===== src/rtl/axi_rd_ctrl_burst_pkg.sv =====
// axi_rd_ctrl_burst_pkg: shared DDR widths, read timeout default and command types
package axi_rd_ctrl_burst_pkg;
  localparam int CTRL_ADDR_WIDTH = 28;
  localparam int MEM_DQ_WIDTH = 32;
  localparam int RD_TIMEOUT = 1024;
  localparam int ADDR_W = CTRL_ADDR_WIDTH;
  localparam int DATA_W = MEM_DQ_WIDTH * 8;
  localparam int LEN_W = 4;
  typedef logic [ADDR_W-1:0] addr_t;
  typedef logic [DATA_W-1:0] data_t;
  typedef logic [LEN_W-1:0] len_t;
  typedef struct packed {
    addr_t addr;
    len_t  len;
  } rd_cmd_t;
endpackage


===== src/rtl/axi_rd_ctrl_burst_if.sv =====
// axi_rd_ctrl_burst_if: AXI read address/data channel bundle between controller and DDR IP
interface axi_rd_ctrl_burst_if;
  import axi_rd_ctrl_burst_pkg::*;
  addr_t araddr;
  len_t  arlen;
  logic  arvalid;
  logic  arready;
  data_t rdata;
  logic  rvalid;
  logic  rlast;
  modport master (output araddr, arlen, arvalid, input arready, rdata, rvalid, rlast);
  modport slave  (input araddr, arlen, arvalid, output arready, rdata, rvalid, rlast);
endinterface


===== src/rtl/axi_rd_ctrl_burst.sv =====
// axi_rd_ctrl_burst: turns a rd_req rising edge into one AXI read burst and forwards the beats
module axi_rd_ctrl_burst
  import axi_rd_ctrl_burst_pkg::*;
#(
  parameter int TIMEOUT = RD_TIMEOUT
) (
  input  logic        clk_100M,
  input  logic        rstn,
  input  logic        init_done_i,
  input  logic        rd_req_i,
  input  addr_t       rd_addr_i,
  input  len_t        arlen_i,
  output logic        rd_busy_o,
  output logic        rd_done_o,
  output logic        rd_err_o,
  output data_t       rd_data_o,
  output logic        rd_data_valid_o,
  output logic        rd_data_last_o,
  axi_rd_ctrl_burst_if.master axi
);
  localparam logic [3:0] S_IDLE = 4'b0001;
  localparam logic [3:0] S_ADDR = 4'b0010;
  localparam logic [3:0] S_DATA = 4'b0100;
  localparam logic [3:0] S_DONE = 4'b1000;
  localparam int TW = $clog2(TIMEOUT);
  logic [3:0] state_q, state_d;
  logic rd_req_q;
  rd_cmd_t cmd_q, cmd_d;
  logic arvalid_q, arvalid_d, busy_q, busy_d, done_q, done_d, err_q, err_d;
  logic dv_q, dv_d, dl_q, dl_d;
  data_t data_q, data_d;
  len_t beat_q, beat_d;
  logic [TW-1:0] tmo_q, tmo_d;
  logic accept, tmo_hit, beat_end;
  assign accept = rd_req_i & ~rd_req_q & init_done_i & (state_q == S_IDLE);
  assign tmo_hit = tmo_q == TW'(TIMEOUT - 1);
  assign beat_end = beat_q == cmd_q.len;
  always_comb begin
    state_d = state_q;
    cmd_d = cmd_q;
    arvalid_d = arvalid_q;
    busy_d = busy_q;
    err_d = err_q;
    data_d = data_q;
    beat_d = beat_q;
    done_d = 1'b0;
    dv_d = 1'b0;
    dl_d = 1'b0;
    tmo_d = (state_q == S_ADDR || state_q == S_DATA) ? tmo_q + 1'b1 : '0;
    case (state_q)
      S_IDLE: if (accept) begin
        cmd_d = '{addr: rd_addr_i, len: arlen_i};
        busy_d = 1'b1;
        err_d = 1'b0;
        arvalid_d = 1'b1;
        state_d = S_ADDR;
      end
      S_ADDR: if (tmo_hit) begin
        arvalid_d = 1'b0;
        err_d = 1'b1;
        state_d = S_DONE;
      end else if (axi.arready) begin
        arvalid_d = 1'b0;
        beat_d = '0;
        state_d = S_DATA;
      end
      S_DATA: if (tmo_hit) begin
        err_d = 1'b1;
        state_d = S_DONE;
      end else if (axi.rvalid) begin
        data_d = axi.rdata;
        dv_d = 1'b1;
        dl_d = beat_end;
        beat_d = beat_q + 1'b1;
        // burst ends at the counted last beat or an early rlast; any disagreement is an error
        if (beat_end || axi.rlast) begin
          err_d = beat_end ^ axi.rlast;
          state_d = S_DONE;
        end
      end
      S_DONE: begin
        done_d = 1'b1;
        busy_d = 1'b0;
        state_d = S_IDLE;
      end
      default: state_d = S_IDLE;
    endcase
  end
  always_ff @(posedge clk_100M) begin
    if (!rstn) begin
      state_q <= S_IDLE;
      rd_req_q <= 1'b0;
      cmd_q <= '0;
      arvalid_q <= 1'b0;
      busy_q <= 1'b0;
      done_q <= 1'b0;
      err_q <= 1'b0;
      data_q <= '0;
      dv_q <= 1'b0;
      dl_q <= 1'b0;
      beat_q <= '0;
      tmo_q <= '0;
    end else begin
      state_q <= state_d;
      rd_req_q <= rd_req_i;
      cmd_q <= cmd_d;
      arvalid_q <= arvalid_d;
      busy_q <= busy_d;
      done_q <= done_d;
      err_q <= err_d;
      data_q <= data_d;
      dv_q <= dv_d;
      dl_q <= dl_d;
      beat_q <= beat_d;
      tmo_q <= tmo_d;
    end
  end
  assign axi.araddr = cmd_q.addr;
  assign axi.arlen = cmd_q.len;
  assign axi.arvalid = arvalid_q;
  assign rd_busy_o = busy_q;
  assign rd_done_o = done_q;
  assign rd_err_o = err_q;
  assign rd_data_o = data_q;
  assign rd_data_valid_o = dv_q;
  assign rd_data_last_o = dl_q;
endmodule


===== src/flat_wrapper.sv =====
// flat-port wrapper written by rule: the top's interface ports become plain ports
module axi_rd_ctrl_burst_flat import axi_rd_ctrl_burst_pkg::*;
#(
  parameter int TIMEOUT = RD_TIMEOUT
)
  (clk_100M, rstn, init_done_i, rd_req_i, rd_addr_i, arlen_i, rd_busy_o, rd_done_o, rd_err_o, rd_data_o, rd_data_valid_o, rd_data_last_o, axi_araddr, axi_arlen, axi_arvalid, axi_arready, axi_rdata, axi_rvalid, axi_rlast);
  axi_rd_ctrl_burst_if axi_i ();
  input  logic clk_100M;
  input  logic rstn;
  input  logic init_done_i;
  input  logic rd_req_i;
  input  addr_t rd_addr_i;
  input  len_t arlen_i;
  output logic rd_busy_o;
  output logic rd_done_o;
  output logic rd_err_o;
  output data_t rd_data_o;
  output logic rd_data_valid_o;
  output logic rd_data_last_o;
  output wire logic [$bits(axi_i.araddr)-1:0] axi_araddr;
  output wire logic [$bits(axi_i.arlen)-1:0] axi_arlen;
  output wire logic [$bits(axi_i.arvalid)-1:0] axi_arvalid;
  input wire logic [$bits(axi_i.arready)-1:0] axi_arready;
  input wire logic [$bits(axi_i.rdata)-1:0] axi_rdata;
  input wire logic [$bits(axi_i.rvalid)-1:0] axi_rvalid;
  input wire logic [$bits(axi_i.rlast)-1:0] axi_rlast;
  assign axi_araddr = axi_i.araddr;
  assign axi_arlen = axi_i.arlen;
  assign axi_arvalid = axi_i.arvalid;
  assign axi_i.arready = axi_arready;
  assign axi_i.rdata = axi_rdata;
  assign axi_i.rvalid = axi_rvalid;
  assign axi_i.rlast = axi_rlast;
  axi_rd_ctrl_burst #(.TIMEOUT(TIMEOUT)) u_core (.clk_100M(clk_100M), .rstn(rstn), .init_done_i(init_done_i), .rd_req_i(rd_req_i), .rd_addr_i(rd_addr_i), .arlen_i(arlen_i), .rd_busy_o(rd_busy_o), .rd_done_o(rd_done_o), .rd_err_o(rd_err_o), .rd_data_o(rd_data_o), .rd_data_valid_o(rd_data_valid_o), .rd_data_last_o(rd_data_last_o), .axi(axi_i));
endmodule

===== config.mk =====
export PLATFORM = sky130hd
export DESIGN_NAME = axi_rd_ctrl_burst_flat
export DESIGN_NICKNAME = d
export VERILOG_FILES = /design/src/rtl/axi_rd_ctrl_burst_pkg.sv /design/src/rtl/axi_rd_ctrl_burst_if.sv /design/src/rtl/axi_rd_ctrl_burst.sv /design/src/flat_wrapper.sv
export SDC_FILE = /design/constraint.sdc
export NUM_CORES = 1
export LEC_CHECK = 0
export ABC_AREA = 1
export BUFFER_PORTS_ARGS = -buffer_cell sky130_fd_sc_hd__buf_2
export CORE_AREA = 2 2 229 231
export CTS_BUF_LIST = sky130_fd_sc_hd__clkbuf_2
export CTS_CLUSTER_DIAMETER = 120
export DETAILED_ROUTE_END_ITERATION = 7
export DIE_AREA = 0 0 231 233
export PLACE_DENSITY = 0.49
export SYNTH_ARGS = -nofsm -noshare
export SYNTH_HDL_FRONTEND = slang
export SYNTH_SLANG_ARGS = --single-unit
export TNS_END_PERCENT = 20

===== constraint.sdc =====
create_clock -name clk_100M -period 1.6 [get_ports clk_100M]
set_input_delay 0.08 -clock clk_100M [delete_from_list [all_inputs] [get_ports clk_100M]]
set_output_delay 0.08 -clock clk_100M [all_outputs]
set_load 0.005 [all_outputs]

==> run metrics, run 1 <==
yosys warns 0; stage reached clock tree synthesis; setup bufs post-CTS 8; post-synth top area share 56.1%; stop err [ERROR RSZ-0060] Max buffer count reached.; root buf cell clkbuf_2; CTS Buffer Depth 3; Port Buffers 588; H-Tree Depth 3; Post-DP HPWL 31.0 mm; clock sink total 313; Post-CTS Hold Fix Bufs 562; Initial Util 21.8%; row cnt 83; Syn Nets 1705; die width 231 um; post-synth cell types 33; number of top-level pins 589; Cells after Synth 1407; top cells by area, synth dfxtp_1, nor2_1, o21ai_0; Netlist Area Pre-Place 11200 sq um; flops & latches, synth 313; status stopped before the end; post-cts resize count 440; Die H 233 um; share of the yosys chip area belonging to registers 56.1%; Mean Syn Cell Area 7.93 sq um; Inserted Clock Buffers 86; Yosys top cell by area dfxtp_1; dpl ws -0.0947 ns; Placer Congestion 0.833
[cells in the mapped netlist]
library cell	count
a21oi_1	12
a31o_2	1
and2_1	1
buf_2	23
buf_4	4
buf_6	26
clkbuf_1	42
clkinv_1	1
dfxtp_1	313
ha_1	3
inv_1	18
inv_2	1
inv_4	1
nand2_1	31
nand2_4	1
nand3_1	13
nand3_2	1
nand3_4	1
nand3b_1	2
nand4_1	2
nor2_1	598
nor2_2	4
nor2_4	1
nor3_1	2
nor3b_1	2
nor4_1	1
o21a_1	1
o21ai_0	251
o21ai_1	40
o21bai_1	1
or2_2	2
xnor2_1	5
xor2_1	2
[cell families after synthesis]
logic type	share of synthesized area [%]
simple gates	23.1
flops	56.1
compound gates	13.8
buf+inv	6.06
xor+xnor	0.549
fa+ha+maj	0.336
[through the flow]
stage          setup TNS [ns]  area [sq um]  instances  hold slack (ns)  util, %
2_1_floorplan               0         11200       1407            0.173        -
3_3_place_gp           -0.132         15000       2645            0.273     29.4
3_5_place_dp            -1.99         15000       2645            0.292     29.4
==> inputs of run 2 (changes only) <==
--- a/config.mk
+++ b/config.mk
@@ -7,12 +7,10 @@
 export LEC_CHECK = 0
 export ABC_AREA = 1
 export BUFFER_PORTS_ARGS = -buffer_cell sky130_fd_sc_hd__buf_2
-export CORE_AREA = 2 2 229 231
-export CTS_BUF_LIST = sky130_fd_sc_hd__clkbuf_2
-export CTS_CLUSTER_DIAMETER = 120
+export CORE_AREA = 2 2 230 232
 export DETAILED_ROUTE_END_ITERATION = 7
-export DIE_AREA = 0 0 231 233
-export PLACE_DENSITY = 0.49
+export DIE_AREA = 0 0 232 234
+export PLACE_DENSITY_LB_ADDON = 0.15
 export SYNTH_ARGS = -nofsm -noshare
 export SYNTH_HDL_FRONTEND = slang
 export SYNTH_SLANG_ARGS = --single-unit
==> constraint.sdc (replaced) <==
create_clock -name clk_100M -period 2.1 [get_ports clk_100M]
set_input_delay 0.105 -clock clk_100M [delete_from_list [all_inputs] [get_ports clk_100M]]
set_output_delay 0.105 -clock clk_100M [all_outputs]
set_load 0.005 [all_outputs]
==> run 2 against run 1 <==
- the run now ends clean
- synthesized cell count is the same
- area after synthesis is the same
==> run metrics, run 2 <==
number of global-route vias before repair 11800; Post-DP HPWL 30.4 mm (-2.2%); RSZ-0062 raised after global routing false; Tightest Pin Transition 0.503 ns; Inserted Clock Buffers 39 (-55%); minimum clock period 1.87 ns; Worst path slowest cell dfxtp_1; Post-synth EDFFs 0 (unchanged); Layout Utilization 36.4%; most common cell after layout, fill and taps aside nor2_1; CTS tree yes; GRT overflow 0; Cells after Synth 1407 (unchanged); Main synth FF type dfxtp_1; count leader, synth nor2_1; Mean Syn Cell Area 7.93 sq um (unchanged); worst hold path type in -> reg; number of top-level pins 589 (unchanged); Final ANT Viol Nets 0; relative slew slack 66.4%; crit path launch type register; H-Tree Depth 2 (-1); wire length on met2 20.8 mm; Area growth syn-to-layout 69.5%; Syn Nets 1705 (unchanged); maximum fanout along the worst path 39; Final Hold Viols 0; Post-Place Cells 2615 (-1.1%); Pins Over Slew Limit 0; most frequent cells in the layout nor2_1, buf_2, dfxtp_1; largest net degree at the start of global routing 79; WL met3 3.37 mm; Yosys top cell by area dfxtp_1; total negative setup slack 0 ns; share of the yosys chip area belonging to registers 56.1% (unchanged); routed vias/inst 4.12; CP Data Required Time 2.57 ns; Initial DRC Count 583; Peak VDD IR 0.481 mV; core area 52000 sq um; Port Buffers 588 (unchanged); max FFs per register 256; Detailed Route WL 43.7 mm; die width 232 um (+0.43%); Die Area 54300 sq um; max frequency 534 MHz; root buf cell clkbuf_16; status finished clean; power per cell area 725 nW/um^2; Placer Congestion 0.820 (-1.6%); # setup viols final 0; CTS Buffer Depth 3 (unchanged); row cnt 84 (+1.2%); leakage 8.64 nW; drt pass-1 iters 5; crit path kind reg -> reg; Initial Util 21.5% (-0.39 points); clock slew at reported path FFs 0.05 ns; CP max stage delay 0.36 ns; crit-path cells ha_1 -> nand2_1 -> nor2_4 -> nand3_4 -> nand2_8 -> buf_12 -> buf_12 -> o21ai_0 -> nor2_1; Worst setup EP type register; vias 12200; Worst-Skew Late Latency 0.54 ns; WP data arrival 2.34 ns; most frequent CP cell buf_12; post-route insts no fill 2972; Post-synth top cells nor2_1, dfxtp_1, o21ai_0, clkbuf_1, o21ai_1; total global-route track usage 15.1%; Final Cell Area 18900 sq um; layout cells sized above 1 29.8%; WL/cell 14.7 um; Max Cap Viol 0; initial antenna violation count 1; FFs w/ async S/R, synth 0% (unchanged); top cells by area, synth dfxtp_1, nor2_1, o21ai_0; r2r setup slk 0.23 ns; M1 wire length 18.2 mm; post-synth top area share 56.1% (unchanged); Die H 234 um (+0.43%); post-synth cell types 33 (unchanged); top sig layer met4; Placed Area 14800 sq um (-1.7%); yosys warns 0 (unchanged); # nets final 2557; fin crit share 89.2%; flops & latches, synth 313 (unchanged); Netlist Area Pre-Place 11200 sq um (unchanged); clk_skew 0.0115 ns; clock sink total 313 (unchanged); first-pass GRT wire length 65.2 mm; drt drc 0
run 2: cell counts after synthesis:
Identical to the previous run, type by type.
run 2: cell type report:
type	count	area, sq um
fillers	5579	33100
flip-flops and latches	313	6270
well taps	688	861
diodes	1	2.50
clock buffers	61	1180
inverters	21	86.3
clock inverters	4	47.5
multi-input cells	978	4230
repair buffers	906	6240
run 2: routing by layer:
layer  global-route usage (%)  vias up
met2                     25.5      413
met3                     4.71       85
met1                     18.0     5531
met4                     5.65        0
met5                        0        -
li1                         -     6209
run 2: critical path, delay by kind of cell, from the launching register on:
family	cells	cell delay (ns)
DFF	1	0.36
AOI/OAI and AO/OA	1	0.10
and+or+nand+nor	5	0.72
buffers and inverters	2	0.42
adders and majority gates	1	0.18
run 2: power breakdown:
part	switching [W]	leakage [nW]	internal [W]
clock	0.00256	0.599	0.00395
sequential	0.0000329	2.53	0.00600
combinational	0.000455	5.52	0.000704
total	0.00305	8.64	0.0107
run 2: timing repair:
item	4_1_cts	5_1_grt
setup endpoints to repair	0	3
hold buffers	291	0
buffers inserted	0	0
resized for setup	0	1
endpoints found under the hold margin	293	0
run 2: worst paths after layout:
kind,start,to,cells past startpoint
setup / recovery,u_core.tmo_q[0],u_core.rd_data_o[208],9
hold / removal,rstn,u_core.rd_data_o[246],3
hold reg to reg,u_core.tmo_q[0],u_core.tmo_q[0],1
setup reg to reg,u_core.tmo_q[0],u_core.rd_data_o[208],9
run 2: cell families after synthesis:
logic type                 synth area share (%)
DFF                                        56.1
AOI/OAI and AO/OA                          13.8
buffers and inverters                      6.06
and+or+nand+nor                            23.1
xor gates and xnor gates                  0.549
adders and majority gates                 0.336
run 2: per-stage QoR:
step	hold WS, ns	total power, W	setup slack (ns)
after CTS	0.00210	0.0140	0.148
after floorplan	0.198	0.00644	0.548
after global placement	0.304	0.00688	0.276
after global routing	0.0309	0.0144	0.0375
after detailed placement	0.306	0.00688	0.199
final	0.0130	0.0137	0.227
No activity file was read; power rests on OpenSTA's default activity.
==> inputs of run 3 (changes only) <==
--- a/config.mk
+++ b/config.mk
@@ -10,7 +10,7 @@
 export CORE_AREA = 2 2 230 232
 export DETAILED_ROUTE_END_ITERATION = 7
 export DIE_AREA = 0 0 232 234
-export PLACE_DENSITY_LB_ADDON = 0.15
+export PLACE_DENSITY_LB_ADDON = 0.3
 export SYNTH_ARGS = -nofsm -noshare
 export SYNTH_HDL_FRONTEND = slang
 export SYNTH_SLANG_ARGS = --single-unit
==> run 3 against run 2 <==
- non-clock buffer count up 6
- core utilization shrank 0.072 points
- count of clock-buffer cells in the layout shrank 4
- fmax down 1.0%
- register-to-register slack worse by 0.02 ns
- largest power group unchanged
==> run metrics, run 3 (synthesis gave the netlist of run 2 again) <==
status finished clean; clock sink total 313 (unchanged); Worst setup EP type register; max FFs per register 256 (unchanged); CP Data Required Time 2.56 ns (about the same); Pins Over Slew Limit 0 (unchanged); Placer Congestion 0.844 (+2.9%); worst hold path type in -> reg; drt pass-1 iters 5 (unchanged); Port Buffers 588 (unchanged); Layout Utilization 36.3% (-0.072 points); post-cts resize count 0 (unchanged); total negative setup slack 0 ns (unchanged); fin crit share 90.1% (+0.91 points); Worst-Skew Late Latency 0.53 ns (about the same); relative slew slack 69.1% (+2.7 points); Max Cap Viol 0 (unchanged); # nets final 2561 (+0.16%); number of global-route vias before repair 12300 (+4.6%); FF-to-FF Start u_core.tmo_q[0]; Tightest Pin Transition 0.458 ns (-0.0451 ns); Setup crit start u_core.tmo_q[0]; crit path kind reg -> reg; clk_skew 0.00556 ns (-0.00593 ns); Post-DP HPWL 28.7 mm (-5.3%); diodes inserted 0 (-1); Fill cells 5351 (-4.1%); Final ANT Viol Nets 0 (unchanged); Initial DRC Count 552 (-5.3%); setup bufs post-CTS 0 (unchanged); number of top-level pins 589 (unchanged); Detailed Route WL 42.4 mm (-3.1%); r2r setup slk 0.21 ns (-0.02 ns); CTS tree yes; H-Tree Depth 2 (unchanged); Peak VDD IR 0.468 mV (-2.8%); clock slew at reported path FFs 0.06 ns (about the same); CTS Buffer Depth 3 (unchanged); power per cell area 710 nW/um^2 (-2.1%); Setup crit end u_core.rd_data_o[220]; WL/cell 14.3 um (-3.1%); hold depth 4 (+1); die width 232 um (unchanged); # setup viols final 0 (unchanged); Inserted Clock Buffers 37 (-5.1%); leakage 8.64 nW (about the same); layout cells sized above 1 29.9% (+0.11 points); max frequency 528 MHz (-1.0%); row cnt 84 (unchanged); core area 52000 sq um (unchanged); most frequent cells in the layout nor2_1, buf_2, dfxtp_1; GRT busiest layer met2; routed vias/inst 4.21 (+2.3%); most common cell after layout, fill and taps aside nor2_1; vias 12500 (+2.3%); maximum fanout along the worst path 51 (+31%); met3 GRT Util 4.02% (-0.68 points); GR met2 Demand/Resource 26.0% (+0.53 points); largest net degree at the start of global routing 69 (-13%); Reg2Reg Depth 9 (unchanged); initial antenna violation count 0 (-1); RSZ-0062 raised after global routing false; Die H 234 um (unchanged); total global-route track usage 14.6% (-0.49 points); Die Area 54300 sq um (unchanged); Final Hold Viols 0 (unchanged); minimum clock period 1.89 ns (+0.0191 ns); WP data arrival 2.35 ns (about the same); Reg2Reg Capture Point u_core.rd_data_o[220]; crit path launch type register; drt drc 0 (unchanged); GR met1 Demand/Resource 16.2% (-1.9 points); root buf cell clkbuf_16; Initial Util 21.5% (unchanged); GRT overflow 0 (unchanged); first-pass GRT wire length 64.1 mm (-1.7%); Area growth syn-to-layout 69.1%
## run 3: worst min path at each step
| stage | from | to | slack [ns] |
|---|---|---|---|
| global placement | rd_req_i | u_core.rd_req_q | 0.30 |
| finish | init_done_i | u_core.state_q[0] | 0.08 |
| global route | init_done_i | u_core.state_q[0] | 0.08 |
| floorplan | rd_req_i | u_core.rd_req_q | 0.20 |
| CTS | init_done_i | u_core.state_q[0] | 0.04 |
| detailed placement | rd_req_i | u_core.rd_req_q | 0.31 |
## run 3: per-layer routing
metal	share of wire, %	wire length (um)
met1	39	16600
met2	49	20900
met3	7.3	3100
met4	4.2	1790
met5	0	0
## run 3: through the flow
| stage | hold slack, ns | power [W] | setup slack (ns) | cells | area, sq um |
|---|---|---|---|---|---|
| 2_1_floorplan | 0.198 | 0.00644 | 0.548 | 1407 | 11200 |
| 3_3_place_gp | 0.300 | 0.00688 | 0.261 | 2619 | 14800 |
| 3_5_place_dp | 0.309 | 0.00689 | 0.203 | 2619 | 14800 |
| 4_1_cts | 0.0387 | 0.0136 | 0.182 | 2973 | 18900 |
| 5_1_grt | 0.0823 | 0.0140 | 0.00348 | 2973 | 18900 |
| 6_report | 0.0801 | 0.0134 | 0.208 | 2973 | 18900 |
## run 3: worst max-delay path, cell delays in order, from the launching register on
cell and delay [ns]:
dfxtp_1 0.35, ha_1 0.17, nand2_1 0.07, nor2_2 0.19
nand3_4 0.17, nand2_8 0.18, buf_12 0.23, buf_12 0.21
o21ai_0 0.09, nor2_1 0.12
## run 3: area by class of cell
| class | count | area (sq um) | area share, % |
|---|---|---|---|
| clock buffers | 57 | 1130 | 6.00 |
| clock inverters | 4 | 27.5 | 0.146 |
| inverters | 21 | 86.3 | 0.457 |
| well taps | 688 | 861 | 4.56 |
| repair buffers | 912 | 6280 | 33.3 |
| flip-flops and latches | 313 | 6270 | 33.2 |
| multi-input cells | 978 | 4230 | 22.4 |
## run 3: what timing repair did
| item | CTS | global route |
|---|---|---|
| setup endpoints to repair | 0 | 0 |
| endpoints found under the hold margin | 293 | 0 |
| hold buffers | 293 | 0 |
## run 3: power by group
group | switching [W] | internal (W)
combinational | 0.000467 | 0.000706
clock | 0.00249 | 0.00369
sequential | 0.0000356 | 0.00600
total | 0.00300 | 0.0104
==> inputs of run 4 (changes only) <==
==> constraint.sdc (replaced) <==
create_clock -name clk_100M -period 1.8 [get_ports clk_100M]
set_input_delay 0.09 -clock clk_100M [delete_from_list [all_inputs] [get_ports clk_100M]]
set_output_delay 0.09 -clock clk_100M [all_outputs]
set_load 0.005 [all_outputs]
==> run 4 against run 3 <==
- hold slack worse by 0.026 ns
- register-to-register slack worse by 0.12 ns
- clock power is 21% higher
- first-iteration DRC count is 3.1% higher
- combinational power is 19% higher
- flip-flop and latch count stayed put
- count of clock-buffer cells in the layout is 9 lower
- design area is 1.8% higher
- wire length is 3.0% higher
- largest power group unchanged
==> run metrics, run 4 (synthesis gave the netlist of run 2 again) <==
Reg2Reg Depth 9 (unchanged); Die H 234 um (unchanged); number of global-route vias before repair 12000 (-2.7%); clk_skew 0.0183 ns (+0.0127 ns); CP max stage delay 0.33 ns (-0.02 ns); total negative setup slack 0 ns (unchanged); Post-DP HPWL 29.6 mm (+3.0%); Final Hold Slack 0.0538 ns (-0.0263 ns); CTS tree yes; Fill cells 5282 (-1.3%); most frequent cells in the layout nor2_1, buf_2, dfxtp_1; Final Cell Area 19200 sq um (+1.8%); sequential cell area 6270 sq um (about the same); Tightest Pin Transition 0.513 ns (+0.0547 ns); M1 wire length 17.9 mm (+7.7%); Final ANT Viol Nets 0 (unchanged); WL met3 2.95 mm (-5.1%); diodes inserted 0 (unchanged); max FFs per register 256 (unchanged); layout cells sized above 1 30.9% (+1.0 points); WL/cell 14.6 um (+2.2%); row cnt 84 (unchanged); Layout Utilization 37.0% (+0.67 points); crit path launch type register; Worst setup EP type register; multi-input gate area in the final layout 4240 sq um (+0.41%); Worst path slowest cell dfxtp_2; minimum clock period 1.71 ns (-0.180 ns); most common cell after layout, fill and taps aside nor2_1; Pins Over Slew Limit 0 (unchanged); Worst-Skew Late Latency 0.54 ns (about the same); crit path kind reg -> reg; largest net degree at the start of global routing 79 (+14%); clock sink total 313 (unchanged); relative slew slack 65.5% (-3.6 points); Die Area 54300 sq um (unchanged); Port Buffers 588 (unchanged); Peak VDD IR 0.542 mV (+16%); maximum fanout along the worst path 20 (-61%); WP data arrival 2.19 ns (-0.16 ns); first-pass GRT wire length 63.7 mm (-0.62%); number of top-level pins 589 (unchanged); total global-route track usage 14.7% (+0.043 points); fin crit share 95.1% (+5.0 points); vias 12500 (-0.15%); drt drc 0 (unchanged); max frequency 584 MHz (+11%); Placer Congestion 0.868 (+2.9%); leakage 8.80 nW (+1.9%); Area growth syn-to-layout 72.3%; Post-Place Cells 2631 (+0.46%); RSZ-0062 raised after global routing true; root buf cell clkbuf_16; CP Data Required Time 2.28 ns (-0.28 ns); hold depth 4 (unchanged); post-route insts no fill 2996 (+0.77%); wire length on met2 21.4 mm (+2.5%); status finished clean; clock slew at reported path FFs 0.06 ns (about the same); initial antenna violation count 0 (unchanged); core area 52000 sq um (unchanged); die width 232 um (unchanged); Placed Area 14900 sq um (+0.95%); GRT overflow 0 (unchanged); power per cell area 828 nW/um^2 (+17%); routed vias/inst 4.17 (-0.92%); drt pass-1 iters 8 (+3); top sig layer met4; Detailed Route WL 43.6 mm (+3.0%); Inserted Clock Buffers 37 (unchanged); Final Hold Viols 0 (unchanged); worst hold path type in -> reg; Initial Util 21.5% (unchanged); CTS Buffer Depth 3 (unchanged); Initial DRC Count 569 (+3.1%); H-Tree Depth 2 (unchanged); # setup viols final 0 (unchanged); # nets final 2580 (+0.74%); Max Cap Viol 0 (unchanged); crit-path cells ha_2 -> nand2_2 -> nor2_4 -> nand3_4 -> nand2_8 -> buf_16 -> buf_4 -> o21ai_0 -> nor2_1
[run 4: changes by cell type in the layout (fill, tap and decap cells not counted), sizes merged]
| cell | previous run | this run |
|---|---|---|
| buf | 619 | 635 |
| clkinv | 4 | 12 |
| bufinv | 0 | 4 |
| clkbuf | 57 | 51 |
| clkinvlp | 0 | 1 |
[run 4: timing repair]
action,in CTS,in global routing
endpoints found under the hold margin,301,0
endpoints found under the setup margin,0,226
resized for setup,0,15
hold buffers,293,0
buffers inserted,0,4
[run 4: per-stage QoR]
stage | setup slack (ns) | total power [W]
after floorplan | 0.248 | 0.00752
after global placement | 0.0622 | 0.00804
after detailed placement | 0.0385 | 0.00805
after CTS | 0.0157 | 0.0162
after global routing | -0.0506 | 0.0166
final | 0.0881 | 0.0159
[run 4: area by class of cell]
cell class              instances  share of cell area (%)
clock buffers                  48                    5.13
clock inverters                17                    1.13
well taps                     688                    4.48
multi-input cells             978                    22.1
flip-flops and latches        313                    32.6
inverters                      21                   0.475
repair buffers                931                    34.1
[run 4: metal layers]
layer  global-route usage, %  up-vias
met3                    4.24       85
met1                    16.8     5731
met2                    25.8      433
met5                       0        -
li1                        -     6251
met4                    5.49        0
[run 4: path summary, 6_finish.rpt]
| path | to | slack [ns] | from |
|---|---|---|---|
| max | u_core.rd_data_o[212] | 0.09 | u_core.tmo_q[0] |
| min | u_core.state_q[0] | 0.05 | init_done_i |
| max reg2reg | u_core.rd_data_o[212] | 0.09 | u_core.tmo_q[0] |
| min reg2reg | u_core.rd_data_o[114] | 0.47 | u_core.rd_data_o[114] |
[run 4: report_power, final]
| part | leakage [nW] | switching [W] | internal, W |
|---|---|---|---|
| registers | 2.53 | 0.0000389 | 0.00700 |
| clock network | 0.591 | 0.00302 | 0.00447 |
| logic | 5.69 | 0.000550 | 0.000840 |
[run 4: worst max-delay path: cells and delay by family, from the launching register on]
family | cells | cell delay (ns)
AOI/OAI and AO/OA | 1 | 0.15
adders and majority gates | 1 | 0.18
and+or+nand+nor | 5 | 0.57
buffers and inverters | 2 | 0.42
DFF | 1 | 0.33
